$ cat src/rtl/bkg_scroll_ctrl_if.sv
`default_nettype none
// ============================================================================
// Module      : bkg_scroll_ctrl_if
// Description : Frame-update bus between timing/controller side and the
//               background scroll controller.
// Revision    : 1.0 - initial release
// ============================================================================
interface bkg_scroll_ctrl_if;
    logic        screenEnd;
    logic [7:0]  buttons;
    logic        bkg_en;
    logic [31:0] bkg_addr;
    logic [7:0]  bkg_x;
    logic [6:0]  bkg_y;
    logic        update_done;
    logic        busy;

    // Timing generator / controller side
    modport master (
        output screenEnd,
        output buttons,
        input  bkg_en,
        input  bkg_addr,
        input  bkg_x,
        input  bkg_y,
        input  update_done,
        input  busy
    );

    // Scroll controller side
    modport slave (
        input  screenEnd,
        input  buttons,
        output bkg_en,
        output bkg_addr,
        output bkg_x,
        output bkg_y,
        output update_done,
        output busy
    );
endinterface
`default_nettype wire

$ cat src/rtl/bkg_scroll_ctrl.sv
`default_nettype none
// ============================================================================
// Module      : bkg_scroll_ctrl
// Description : Once-per-frame cursor move and vertical background scroll,
//               committing all display offsets atomically.
// Revision    : 1.0 - initial release
// ============================================================================
module bkg_scroll_ctrl #(
    parameter int SCREEN_W = 160,
    parameter int SCREEN_H = 120,
    parameter int PAGES    = 2
) (
    input  wire logic         clk,
    input  wire logic         reset,
    bkg_scroll_ctrl_if.slave  bus
);

    localparam logic [7:0] c_X_MAX      = 8'(SCREEN_W - 1);
    localparam logic [6:0] c_Y_MAX      = 7'(SCREEN_H - 1);
    localparam logic [7:0] c_MAX_SCROLL = 8'((PAGES - 1) * SCREEN_H);

    typedef enum logic [1:0] {
        S_IDLE   = 2'd0,
        S_SAMPLE = 2'd1,
        S_MOVE   = 2'd2,
        S_COMMIT = 2'd3
    } state_t;

    state_t      r_state;
    state_t      w_state_next;

    logic [7:0]  r_btn_meta;
    logic [7:0]  r_btn_s;
    logic [7:0]  r_btn_l;
    logic        r_start_prev;

    logic [7:0]  r_cur_x;
    logic [6:0]  r_cur_y;
    logic [7:0]  r_scroll_row;
    logic        r_en_w;

    logic        r_bkg_en;
    logic [31:0] r_bkg_addr;
    logic [7:0]  r_bkg_x;
    logic [6:0]  r_bkg_y;
    logic        r_update_done;

    logic [7:0]  w_cur_x_nxt;
    logic [6:0]  w_cur_y_nxt;
    logic [7:0]  w_row_nxt;
    logic        w_en_nxt;
    logic        w_start_rise;
    logic        w_left;
    logic        w_right;
    logic        w_up;
    logic        w_down;
    logic [31:0] w_addr;
    logic        w_unused_ab;

    // A and B buttons have no function in this block
    assign w_unused_ab = ^r_btn_l[5:4];

    // ------------------------------------------------------------------
    // FSM
    // ------------------------------------------------------------------
    always_ff @(posedge clk) begin
        if (reset) begin
            r_state <= S_IDLE;
        end else begin
            r_state <= w_state_next;
        end
    end

    always_comb begin
        w_state_next = r_state;
        case (r_state)
            S_IDLE:   if (bus.screenEnd) w_state_next = S_SAMPLE;
            S_SAMPLE: w_state_next = S_MOVE;
            S_MOVE:   w_state_next = S_COMMIT;
            S_COMMIT: w_state_next = S_IDLE;
            default:  w_state_next = S_IDLE;
        endcase
    end

    // ------------------------------------------------------------------
    // Move rules, evaluated from the latched buttons
    // ------------------------------------------------------------------
    always_comb begin
        w_start_rise = r_btn_l[6] & ~r_start_prev;
        w_left       = r_btn_l[2] & ~r_btn_l[3];
        w_right      = r_btn_l[3] & ~r_btn_l[2];
        w_up         = r_btn_l[0] & ~r_btn_l[1];
        w_down       = r_btn_l[1] & ~r_btn_l[0];
        w_cur_x_nxt  = r_cur_x;
        w_cur_y_nxt  = r_cur_y;
        w_row_nxt    = r_scroll_row;
        w_en_nxt     = r_en_w ^ w_start_rise;

        if (r_btn_l[7]) begin
            w_cur_x_nxt = 8'd0;
            w_cur_y_nxt = 7'd0;
            w_row_nxt   = 8'd0;
        end else begin
            if (w_left && (r_cur_x != 8'd0)) begin
                w_cur_x_nxt = r_cur_x - 8'd1;
            end else if (w_right && (r_cur_x < c_X_MAX)) begin
                w_cur_x_nxt = r_cur_x + 8'd1;
            end

            // Cursor moves first; the window scrolls only once the cursor is pinned at an edge
            if (w_up) begin
                if (r_cur_y != 7'd0) begin
                    w_cur_y_nxt = r_cur_y - 7'd1;
                end else if (r_scroll_row != 8'd0) begin
                    w_row_nxt = r_scroll_row - 8'd1;
                end
            end else if (w_down) begin
                if (r_cur_y < c_Y_MAX) begin
                    w_cur_y_nxt = r_cur_y + 7'd1;
                end else if (r_scroll_row < c_MAX_SCROLL) begin
                    w_row_nxt = r_scroll_row + 8'd1;
                end
            end
        end
    end

    generate
        if (SCREEN_W == 160) begin : g_addr_shift
            assign w_addr = ({24'd0, r_scroll_row} << 7) + ({24'd0, r_scroll_row} << 5);
        end else begin : g_addr_mul
            assign w_addr = 32'(r_scroll_row) * 32'(SCREEN_W);
        end
    endgenerate

    // ------------------------------------------------------------------
    // Synchronizer, working registers and committed outputs
    // ------------------------------------------------------------------
    always_ff @(posedge clk) begin
        if (reset) begin
            r_btn_meta    <= 8'd0;
            r_btn_s       <= 8'd0;
            r_btn_l       <= 8'd0;
            r_start_prev  <= 1'b0;
            r_cur_x       <= 8'd0;
            r_cur_y       <= 7'd0;
            r_scroll_row  <= 8'd0;
            r_en_w        <= 1'b1;
            r_bkg_en      <= 1'b1;
            r_bkg_addr    <= 32'd0;
            r_bkg_x       <= 8'd0;
            r_bkg_y       <= 7'd0;
            r_update_done <= 1'b0;
        end else begin
            r_btn_meta    <= bus.buttons;
            r_btn_s       <= r_btn_meta;
            r_update_done <= 1'b0;
            case (r_state)
                S_SAMPLE: begin
                    r_btn_l <= r_btn_s;
                end
                S_MOVE: begin
                    r_start_prev <= r_btn_l[6];
                    r_cur_x      <= w_cur_x_nxt;
                    r_cur_y      <= w_cur_y_nxt;
                    r_scroll_row <= w_row_nxt;
                    r_en_w       <= w_en_nxt;
                end
                S_COMMIT: begin
                    r_bkg_addr    <= w_addr;
                    r_bkg_x       <= r_cur_x;
                    r_bkg_y       <= r_cur_y;
                    r_bkg_en      <= r_en_w;
                    r_update_done <= 1'b1;
                end
                default: ;
            endcase
        end
    end

    assign bus.bkg_en      = r_bkg_en;
    assign bus.bkg_addr    = r_bkg_addr;
    assign bus.bkg_x       = r_bkg_x;
    assign bus.bkg_y       = r_bkg_y;
    assign bus.update_done = r_update_done;
    assign bus.busy        = (r_state != S_IDLE);

endmodule
`default_nettype wire

$ cat src/flat_wrapper.sv
// flat-port wrapper written by rule: the top's interface ports become plain ports
module bkg_scroll_ctrl_flat 
#(
    parameter int SCREEN_W = 160,
    parameter int SCREEN_H = 120,
    parameter int PAGES    = 2
)
  (clk, reset, bus_screenEnd, bus_buttons, bus_bkg_en, bus_bkg_addr, bus_bkg_x, bus_bkg_y, bus_update_done, bus_busy);
  bkg_scroll_ctrl_if bus_i ();
  input  wire logic clk;
  input  wire logic reset;
  input wire logic [$bits(bus_i.screenEnd)-1:0] bus_screenEnd;
  input wire logic [$bits(bus_i.buttons)-1:0] bus_buttons;
  output wire logic [$bits(bus_i.bkg_en)-1:0] bus_bkg_en;
  output wire logic [$bits(bus_i.bkg_addr)-1:0] bus_bkg_addr;
  output wire logic [$bits(bus_i.bkg_x)-1:0] bus_bkg_x;
  output wire logic [$bits(bus_i.bkg_y)-1:0] bus_bkg_y;
  output wire logic [$bits(bus_i.update_done)-1:0] bus_update_done;
  output wire logic [$bits(bus_i.busy)-1:0] bus_busy;
  assign bus_i.screenEnd = bus_screenEnd;
  assign bus_i.buttons = bus_buttons;
  assign bus_bkg_en = bus_i.bkg_en;
  assign bus_bkg_addr = bus_i.bkg_addr;
  assign bus_bkg_x = bus_i.bkg_x;
  assign bus_bkg_y = bus_i.bkg_y;
  assign bus_update_done = bus_i.update_done;
  assign bus_busy = bus_i.busy;
  bkg_scroll_ctrl #(.SCREEN_W(SCREEN_W), .SCREEN_H(SCREEN_H), .PAGES(PAGES)) u_core (.clk(clk), .reset(reset), .bus(bus_i));
endmodule
$ cat config.mk
export PLATFORM = sky130hd
export DESIGN_NAME = bkg_scroll_ctrl_flat
export DESIGN_NICKNAME = d
export VERILOG_FILES = /design/src/rtl/bkg_scroll_ctrl_if.sv /design/src/rtl/bkg_scroll_ctrl.sv /design/src/flat_wrapper.sv
export SDC_FILE = /design/constraint.sdc
export NUM_CORES = 1
export LEC_CHECK = 0
export BUFFER_PORTS_ARGS = -buffer_cell sky130_fd_sc_hd__clkbuf_2
export CAP_MARGIN = 10
export CORE_AREA = 2 2 86 88
export CTS_CLUSTER_DIAMETER = 60
export DETAILED_ROUTE_END_ITERATION = 6
export DIE_AREA = 0 0 88 90
export PLACE_DENSITY_LB_ADDON = 0.15
export SLEW_MARGIN = 20
export SYNTH_ARGS = -nofsm -noshare
export SYNTH_HDL_FRONTEND = slang
export SYNTH_SLANG_ARGS = --single-unit
$ cat constraint.sdc
create_clock -name clk -period 6.98 [get_ports clk]
set_clock_uncertainty 0.15 [all_clocks]
set_input_delay 1.047 -clock clk [delete_from_list [all_inputs] [get_ports clk]]
set_output_delay 1.047 -clock clk [all_outputs]
set_load 0.01 [all_outputs]
Yosys cells after proc, flatten, opt, wreduce, memory -nomap -nowiden. Index checks and enable logic that the tools add are counted. Widths: inputs -> output; s select.

Multiplexer cells: 18. $add $sub $neg: 7. Shift-type cells: 0. $mul: 0. Bitwise gates (word level): 11. $lt $le $gt $ge: 3. Equality and inequality tests: 8. Reduce and logical (&&, ||, !) cells: 14. Divide/modulo/power cells: 0.

Operators with widths (number): $mux 8 (10); $mux 7 (5); $add 15x13->16 (1); $add 8x1->8 const B (2); $reduce_bool 8->1 (2); $sub 8x1->8 const B (2); $reduce_bool 3->1 (4); $ne 3x2->1 const B (3); $lt 8x7->1 const B (1); $lt 8x8->1 const B (1); $pmux 2 s4 (1); $add 7x1->7 const B (1); $lt 7x7->1 const B (1); $reduce_bool 7->1 (1); $sub 7x1->7 const B (1); $reduce_and 6->1 (1); $and 1x1->1 (5); $not 1->1 (5); $eq 2x2->1 const B (2); $reduce_and 4->1 (1); $ne 3x1->1 const B (1); $eq 2x1->1 const B (1); $logic_and 1x1->1 (2); $logic_not 2->1 (1); 6 further kinds (6).

Bits in latches: 0. Memories: 0. Bits in read-only memories: 0. RAM bits: 0. Bits in registers: 100.

Logic depth before layout (Yosys ltp). Gate-level depths: netlist of the first run.

Depth in word-level cells: 6. Gate-level depth with buffers: 9.

Worst setup path after synthesis of the first run. No wires, ideal clock.

Kind: register -> register. Start point: reg u_core.r_cur_x[1]. End point: reg u_core.r_cur_x[7]. Path slack: 4.351 ns. Arrival: 2.405 ns. Stages on the path, launching flop included: 9. Clock period less this slack: 2.629 ns. Library setup time: 0.074 ns. Cells stage by stage: dfxtp_1 nor4_1 a21oi_1 ha_1 a21oi_1 o2111ai_1 and3_1 a2111o_1 a31oi_1.

Longest elaborated chain between the ends: 4. Elaborated cells between the ends (all ways): 11. Those cells by class: 2 x add/sub; 1 x order compare; 3 x mux; 5 x reduce/logical.

RTL lines: start: declaration (line bkg_scroll_ctrl.sv:37) `logic [7:0] r_cur_x;`; start signal: assignment (line bkg_scroll_ctrl.sv:163) `r_cur_x <= w_cur_x_nxt;`; $add 8x1->8 (tied with other cells) (line bkg_scroll_ctrl.sv:107) `w_cur_x_nxt = r_cur_x + 8'd1;`; $mux 8 (tied with other cells) (line bkg_scroll_ctrl.sv:106) `end else if (w_right && (r_cur_x < c_X_MAX)) begin`; $mux 8 / $reduce_bool 3->1 (equally long branches); $mux 8 / $reduce_and 2->1 (equally long branches).

Several ways; a longest one is shown, not always the timed one. The select of a mux whose other input is x is not followed. A chain may end at the register's enable or synchronous reset.

Worst setup path in the final report of the first run.
Start point: reg u_core.r_cur_x[7]. End point: reg u_core.r_cur_x[7].

The elaborated chain is that of the path after synthesis.

==> results of run 1 <==
-- how the worst min path moves through the flow --
stage	startpoint	endpoint	slack [ns]	depth (start not counted)
after floorplan	u_core.r_btn_meta[0]	u_core.r_btn_s[0]	0.26	1
after global placement	u_core.r_btn_meta[1]	u_core.r_btn_s[1]	0.27	1
after detailed placement	u_core.r_btn_meta[6]	u_core.r_btn_s[6]	0.28	1
after CTS	u_core.r_btn_meta[7]	u_core.r_btn_s[7]	0.30	1
after global routing	u_core.r_btn_meta[6]	u_core.r_btn_s[6]	0.32	1
final	u_core.r_btn_meta[0]	u_core.r_btn_s[0]	0.29	1
-- power by group through the flow --
stage | logic (mW) | registers, mW | clock network, mW
2_1_floorplan | 0.136 | 0.452 | 0
3_3_place_gp | 0.159 | 0.455 | 0
3_5_place_dp | 0.166 | 0.456 | 0
4_1_cts | 0.167 | 0.446 | 0.345
5_1_grt | 0.186 | 0.449 | 0.361
6_report | 0.166 | 0.446 | 0.340
-- layer usage --
metal | global-route usage | up-vias | part of all wire
met1 | 0.308 | 1609 | 0.46
li1 | - | 1708 | -
met5 | 0 | - | 0
met3 | 0.0441 | 14 | 0.050
met2 | 0.355 | 87 | 0.48
met4 | 0.100 | 0 | 0.016
-- state kept, by name (all words and copies together), names as in the netlist, 2 cells and up --
register	flops
u_core.r_btn_l	6
u_core.r_cur_x	8
u_core.r_cur_y	7
u_core.r_btn_meta	6
u_core.r_state	2
u_core.r_scroll_row	8
u_core.bus.bkg_x	8
u_core.r_btn_s	6
u_core.bus.bkg_addr	11
u_core.bus.bkg_y	7
-- critical path, cell delays in order (launching register included) --
cell,delay (ns)
dfxtp_1,0.48
nor4_1,0.08
a21oi_1,0.73
ha_1,0.37
a21oi_1,0.26
o2111ai_1,0.22
and3_1,0.23
a2111o_1,0.37
a31oi_1,0.16
-- cells by family (layout without fill, tap and decap cells) --
group,count (synthesis),in the layout,share of synthesized area
AND/OR/NAND/NOR,144,144,0.181
buffers and inverters,64,78,0.0796
adder cells (fa/ha/maj),33,33,0.108
other,1,21,0.000911
XOR/XNOR,14,14,0.0298
flip-flops,73,73,0.355
AO/OA/AOI/OAI,110,110,0.175
multiplexers,29,29,0.0705
-- cell type report --
type | count | area, um2
well taps | 99 | 124
clock inverters | 7 | 75.1
clock buffers | 9 | 124
repair buffers | 39 | 200
multi-input cells | 351 | 2400
inverters | 23 | 86.3
flip-flops and latches | 73 | 1460
fillers | 617 | 2550
-- cells in the final DEF, fill, tap and decap left out, drive strengths merged, types with 3 or more instances in the layout --
master / count
xnor2: 3
a31oi: 5
nor3: 8
inv: 26
nand4: 10
a211oi: 5
mux2i: 29
o21bai: 3
nand2b: 3
ha: 29
nor2: 45
a21oi: 34
nor4: 7
a21o: 5
o21ai: 20
xor2: 11
nand3: 16
dfxtp: 73
or4: 3
conb: 21
nand2: 16
o2111ai: 6
and3: 4
o211ai: 11
nor2b: 20
fa: 4
clkinv: 3
clkbuf: 46
o31ai: 3
==> flow_metrics.env, run 1 <==
export IMPL_outcome="complete, no violations"
export IMPL_swShare=0.307
export IMPL_synth_area_per_cell_um2=8.80
export IMPL_stdcell_count=601
export IMPL_synth_area_leaders="dfxtp_1 36%, ha_1 8.8%, mux2i_1 7.1%, a21oi_1 4.1%, nor2_1 4.1%"
export IMPL_cellPowerDensity_mw_per_mm2=213
export IMPL_first_iter_violations=272
export IMPL_fp_dieH_um=90
export IMPL_start_kind="flip-flop"
export IMPL_cts_sinks=73
export IMPL_p_switching_mw=0.292
export IMPL_synth_common_cells="73 x dfxtp_1, 45 x nor2_1, 34 x a21oi_1"
export IMPL_cts_root_buffer="clkbuf_8"
export IMPL_grt_pass1_wl_um=14700
export IMPL_avgViaCountPerCell=5.69
export IMPL_portBuffers=37
export IMPL_diodes=0
export IMPL_dp_hpwl_um=6030
export IMPL_preCtsSetupSlack_ns=3.90
export IMPL_rsz0062_at_grt="no"
export IMPL_io_pins=61
export IMPL_fin_crit_sh=0.448
export IMPL_overflow=0
export IMPL_grtUsageTotal=0.229
export IMPL_max_slew_margin=0.390
export IMPL_place_area_mm2=0.00427
export IMPL_max_freq_ghz=0.320
export IMPL_r2r_end="u_core.r_cur_x[7]"
export IMPL_internal_power_mw=0.660
export IMPL_post_cts_resized=0
export IMPL_synth_seq_cells=73
export IMPL_path_class="flip-flop to flip-flop"
export IMPL_ant_nets=0
export IMPL_crit_arrival_ns=3.26
export IMPL_path_clk_slew_ns=0.09
export IMPL_synth_edf_count=0
export IMPL_initial_core_util=0.586
export IMPL_coreArea_mm2=0.00702
export IMPL_leakage_nw=1.90
export IMPL_cts_buffers=9
export IMPL_avgRoutedWirePerCell_um=14.4
export IMPL_insertion_delay_ns=0.36
export IMPL_seqPwrFrac=0.469
export IMPL_max_cap_viol_count=0
export IMPL_drc=0
export IMPL_syn_inst=468
export IMPL_ff2ff_path_depth=8
export IMPL_num_nets_final=541
export IMPL_setup_worst_path_end="u_core.r_cur_x[7]"
export IMPL_fp_dieW_um=88
export IMPL_ys_warn_count=0
export IMPL_core_rowCount=31
export IMPL_reg2reg_slack_ns=3.85
export IMPL_hold_buffers=0
export IMPL_whs_ns=0.292
export IMPL_gp_congestion=0.880
export IMPL_cts_setup_buffers=0
export IMPL_drt_first_pass_iters=4
export IMPL_critPathMaxFanout=11
export IMPL_p_total_mw=0.952
export IMPL_drt_total_wl_um=8630
export IMPL_grt_max_degree=76
export IMPL_drive_gt1_frac=0.120
export IMPL_combPwrFrac=0.174
export IMPL_finish_utilization=0.637
export IMPL_p_clk_frac=0.357
export IMPL_synthFlopType="dfxtp_1"
export IMPL_first_global_vias=3153
export IMPL_hold_path_class="flip-flop to flip-flop"
export IMPL_vias=3418
export IMPL_synthesis_area_mm2=0.00412
export IMPL_cp_end_kind="flip-flop"
export IMPL_syn2layout_area_growth_pct=8.66
export IMPL_drv_slew=0
export IMPL_yosysMostFrequentCell="dfxtp_1"
export IMPL_antenna_found_initial=0
export IMPL_timing_rr_start="u_core.r_cur_x[7]"
export IMPL_fin_ws_ns=3.85
export IMPL_synth_area_leader_cell="dfxtp_1"
export IMPL_cts_buffer_depth=2
export IMPL_ir_drop_uv=173
export IMPL_final_hold_viol_count=0
export IMPL_crit_required_ns=7.11
export IMPL_die_area_mm2=0.00792
export IMPL_tightest_slew_ns=0.909
export IMPL_cts_htree_levels=3
export IMPL_synth_top_area_share=0.355
export IMPL_seq_area_frac_synth=0.355
export IMPL_setup_viol=0
export IMPL_synthArstFlopShare=0
export IMPL_tritoncts="built"
export IMPL_setup_worst_path_start="u_core.r_cur_x[7]"
export IMPL_place_inst=585
export IMPL_min_period_ns=3.13
export IMPL_fin_tns_setup_ns=0
export IMPL_synth_cell_types=57
export IMPL_fin_area_mm2=0.00447
Note: power is estimated with default switching activity, not from simulation.
==> inputs of run 2 (changes only) <==
--- a/config.mk
+++ b/config.mk
@@ -5,12 +5,13 @@
 export SDC_FILE = /design/constraint.sdc
 export NUM_CORES = 1
 export LEC_CHECK = 0
+export ABC_AREA = 1
 export BUFFER_PORTS_ARGS = -buffer_cell sky130_fd_sc_hd__clkbuf_2
 export CAP_MARGIN = 10
-export CORE_AREA = 2 2 86 88
+export CORE_AREA = 2 2 93 95
 export CTS_CLUSTER_DIAMETER = 60
 export DETAILED_ROUTE_END_ITERATION = 6
-export DIE_AREA = 0 0 88 90
+export DIE_AREA = 0 0 95 97
 export PLACE_DENSITY_LB_ADDON = 0.15
 export SLEW_MARGIN = 20
 export SYNTH_ARGS = -nofsm -noshare
==> constraint.sdc (replaced) <==
create_clock -name clk -period 2.8 [get_ports clk]
set_clock_uncertainty 0.15 [all_clocks]
set_input_delay 0.42 -clock clk [delete_from_list [all_inputs] [get_ports clk]]
set_output_delay 0.42 -clock clk [all_outputs]
set_load 0.01 [all_outputs]
==> run 2 against run 1 <==
  * Non-clock buffer count increased by 2
  * Sequential share of layout area is 1.1 points lower
  * Combinational power increased to 8.1 times the previous value
  * Worst setup slack got worse by 3.5 ns
  * Global-route usage decreased by 2.9 points
  * Cell count increased by 24%
  * Clock power grew to 3.0 times the previous value
  * Sequential power rose to 3.1 times the previous value
  * Count of clock-buffer cells in the layout unchanged
  * Via count rose by 8.2%
  * Critical path depth up 6
  * Synthesized area grew 1.9%
==> flow_metrics.env, run 2 <==
export IMPL_dp_hpwl_um=6130
export IMPL_grt_busiest_layer="met2"
export IMPL_path_clk_slew_ns=0.08
export IMPL_synth_top_area_share=0.348
export IMPL_cts_buffer_depth=2
export IMPL_path_class="flip-flop to flip-flop"
export IMPL_drt_first_pass_iters=4
export IMPL_leakage_nw=2.36
export IMPL_synth_area_leaders="dfxtp_1 35%, nand2_1 10%, nor2_1 8.9%, ha_1 8.6%, inv_1 6.2%"
export IMPL_crit_required_ns=2.91
export IMPL_min_path_cells=3
export IMPL_rsz0062_at_grt="no"
export IMPL_syn_inst=604
export IMPL_cts_htree_levels=3
export IMPL_tritoncts="built"
export IMPL_gp_congestion=0.899
export IMPL_fin_crit_sh=0.881
export IMPL_yosys_area_share_simple=0.275
export IMPL_drive_gt1_frac=0.109
export IMPL_avgViaCountPerCell=4.95
export IMPL_drv_slew=0
export IMPL_vias=3699
export IMPL_diodes=0
export IMPL_overflow=0
export IMPL_ff2ff_path_depth=14
export IMPL_coreArea_mm2=0.00813
export IMPL_portBuffers=37
export IMPL_reg2reg_slack_ns=0.33
export IMPL_start_kind="flip-flop"
export IMPL_max_freq_ghz=0.405
export IMPL_synthesis_area_mm2=0.00420
export IMPL_fin_ws_ns=0.333
export IMPL_cts_sinks=73
export IMPL_cts_buffers=9
export IMPL_r2r_end="u_core.r_cur_x[5]"
export IMPL_drt_total_wl_um=8740
export IMPL_first_iter_violations=119
export IMPL_max_slew_margin=0.632
export IMPL_layout_common_cells="114 x nand2_1, 99 x nor2_1, 73 x dfxtp_1, 69 x inv_1, 44 x o21ai_0"
export IMPL_setup_viol=0
export IMPL_fin_tns_setup_ns=0
export IMPL_synth_edf_count=0
export IMPL_critPathMaxFanout=7
export IMPL_largest_reg_flops=11
export IMPL_whs_ns=0.0880
export IMPL_seq_area_frac_synth=0.348
export IMPL_max_cap_viol_count=0
export IMPL_synth_compound_area_frac=0.124
export IMPL_avgRoutedWirePerCell_um=11.7
export IMPL_n_fill_cell=790
export IMPL_synth_seq_cells=73
export IMPL_min_period_ns=2.47
export IMPL_yosysMostFrequentCell="nand2_1"
export IMPL_fp_dieW_um=95
export IMPL_hold_buffers=0
export IMPL_ant_nets=0
export IMPL_synth_fa_ha_area_frac=0.106
export IMPL_final_hold_viol_count=0
export IMPL_min_to="u_core.r_btn_meta[0]"
export IMPL_post_cts_resized=0
export IMPL_synthFlopType="dfxtp_1"
export IMPL_synthArstFlopShare=0
export IMPL_use_met2=0.325
export IMPL_synth_area_leader_cell="dfxtp_1"
export IMPL_grtUsageTotal=0.200
export IMPL_io_pins=61
export IMPL_grt_pass1_wl_um=14800
export IMPL_synth_area_per_cell_um2=6.95
export IMPL_grt_max_degree=47
export IMPL_antenna_found_initial=0
export IMPL_cellPowerDensity_mw_per_mm2=811
export IMPL_ys_warn_count=0
export IMPL_core_rowCount=33
export IMPL_synth_cell_types=36
export IMPL_synth_top_family_by_area="simple AND/OR/NAND/NOR gates"
export IMPL_ir_drop_uv=306
export IMPL_drc=0
export IMPL_met3_usage=0.0444
export IMPL_first_global_vias=3299
export IMPL_crit_arrival_ns=2.58
export IMPL_preCtsSetupSlack_ns=0.401
export IMPL_fp_dieH_um=97
export IMPL_hold_path_class="input pin to flip-flop"
export IMPL_synth_common_cells="114 x nand2_1, 99 x nor2_1, 73 x dfxtp_1"
export IMPL_yosys_area_share_xor_xnor=0.0209
export IMPL_insertion_delay_ns=0.36
export IMPL_layout_commonest_cell="nand2_1"
export IMPL_min_from="bus_buttons[0]"
export IMPL_tightest_slew_ns=0.548
export IMPL_die_area_mm2=0.00922
export IMPL_timing_rr_start="u_core.r_cur_x[0]"
export IMPL_muxShareOfSynthArea=0
export IMPL_cp_end_kind="flip-flop"
export IMPL_num_nets_final=682
export IMPL_outcome="complete, no violations"
export IMPL_use_met1=0.258
export IMPL_cts_root_buffer="clkbuf_8"
export IMPL_cts_setup_buffers=0
export IMPL_initial_core_util=0.516
export IMPL_syn2layout_area_growth_pct=10.2
[run 2: cell count changes in the layout (fill, tap and decap cells not counted), sizes merged, moves of 5 or more]
cell / previous run / this run
o211ai: 11 / 2
o21ai: 20 / 44
inv: 26 / 74
nor2: 45 / 104
nand2: 16 / 116
nand3: 16 / 37
nor4: 7 / 0
a31oi: 5 / 0
a21oi: 34 / 42
xor2: 11 / 3
nor2b: 20 / 0
mux2i: 29 / 0
o2111ai: 6 / 0
[run 2: layout make-up]
type / instances / area (um2) / share of cell area
Tap cell: 105 / 131 / 0.0284
Multi-Input combinational cell: 438 / 2280 / 0.494
Clock buffer: 9 / 124 / 0.0268
Inverter: 75 / 284 / 0.0614
Sequential cell: 73 / 1460 / 0.316
Clock inverter: 7 / 125 / 0.0271
Timing Repair Buffer: 41 / 215 / 0.0465
[run 2: kinds of logic after synthesis]
family / after synthesis
AND/OR/NAND/NOR: 277
flip-flops: 73
AO/OA/AOI/OAI: 97
XOR/XNOR: 10
buffers and inverters: 113
adder cells (fa/ha/maj): 33
other: 1
[run 2: where the power goes]
group          leakage, nW  internal [mW]  switching, mW  total (mW)
Combinational         1.64          0.487          0.855        1.34
Sequential           0.595           1.22          0.156        1.38
Clock                0.124          0.601          0.427        1.03
Total                 2.36           2.31           1.44        3.75
[run 2: through the flow]
step	cells	utilization	power [mW]	instance area (um2)
floorplan	624	-	2.43	4270
global placement	732	0.538	2.71	4380
detailed placement	732	0.538	2.74	4380
CTS	748	0.569	3.79	4620
global route	748	0.569	4.05	4620
finish	748	0.569	3.75	4620
[run 2: critical path, cell delays in order, from the launching register on]
cell and delay, ns:
dfxtp_1 0.48, nor2_1 0.07, and2_1 0.14, nand2_1 0.11, nand2_2 0.09, inv_1 0.21, ha_1 0.32, a21oi_1 0.14
nand2_1 0.12, a21oi_1 0.20, nand2_1 0.07, nand2_1 0.06, nor2_1 0.05, nor2_1 0.11, nor2_1 0.05
[run 2: how the worst max path moves through the flow]
stage	endpoint	slack (ns)	cells after the start	startpoint
floorplan	u_core.r_cur_x[5]	0.68	14	u_core.r_cur_x[0]
global placement	u_core.r_cur_x[5]	0.45	14	u_core.r_cur_x[0]
detailed placement	u_core.r_cur_x[5]	0.40	14	u_core.r_cur_x[0]
CTS	u_core.r_cur_x[5]	0.34	14	u_core.r_cur_x[0]
global route	u_core.r_cur_x[5]	0.02	14	u_core.r_cur_x[0]
finish	u_core.r_cur_x[5]	0.33	14	u_core.r_cur_x[0]
[run 2: metal layers]
metal	part of all wire	wire, um	vias to the layer above
met1	0.47	4150	1645
li1	-	-	1957
met3	0.053	460	15
met2	0.46	3980	82
met4	0.017	147	0
met5	0	0	-
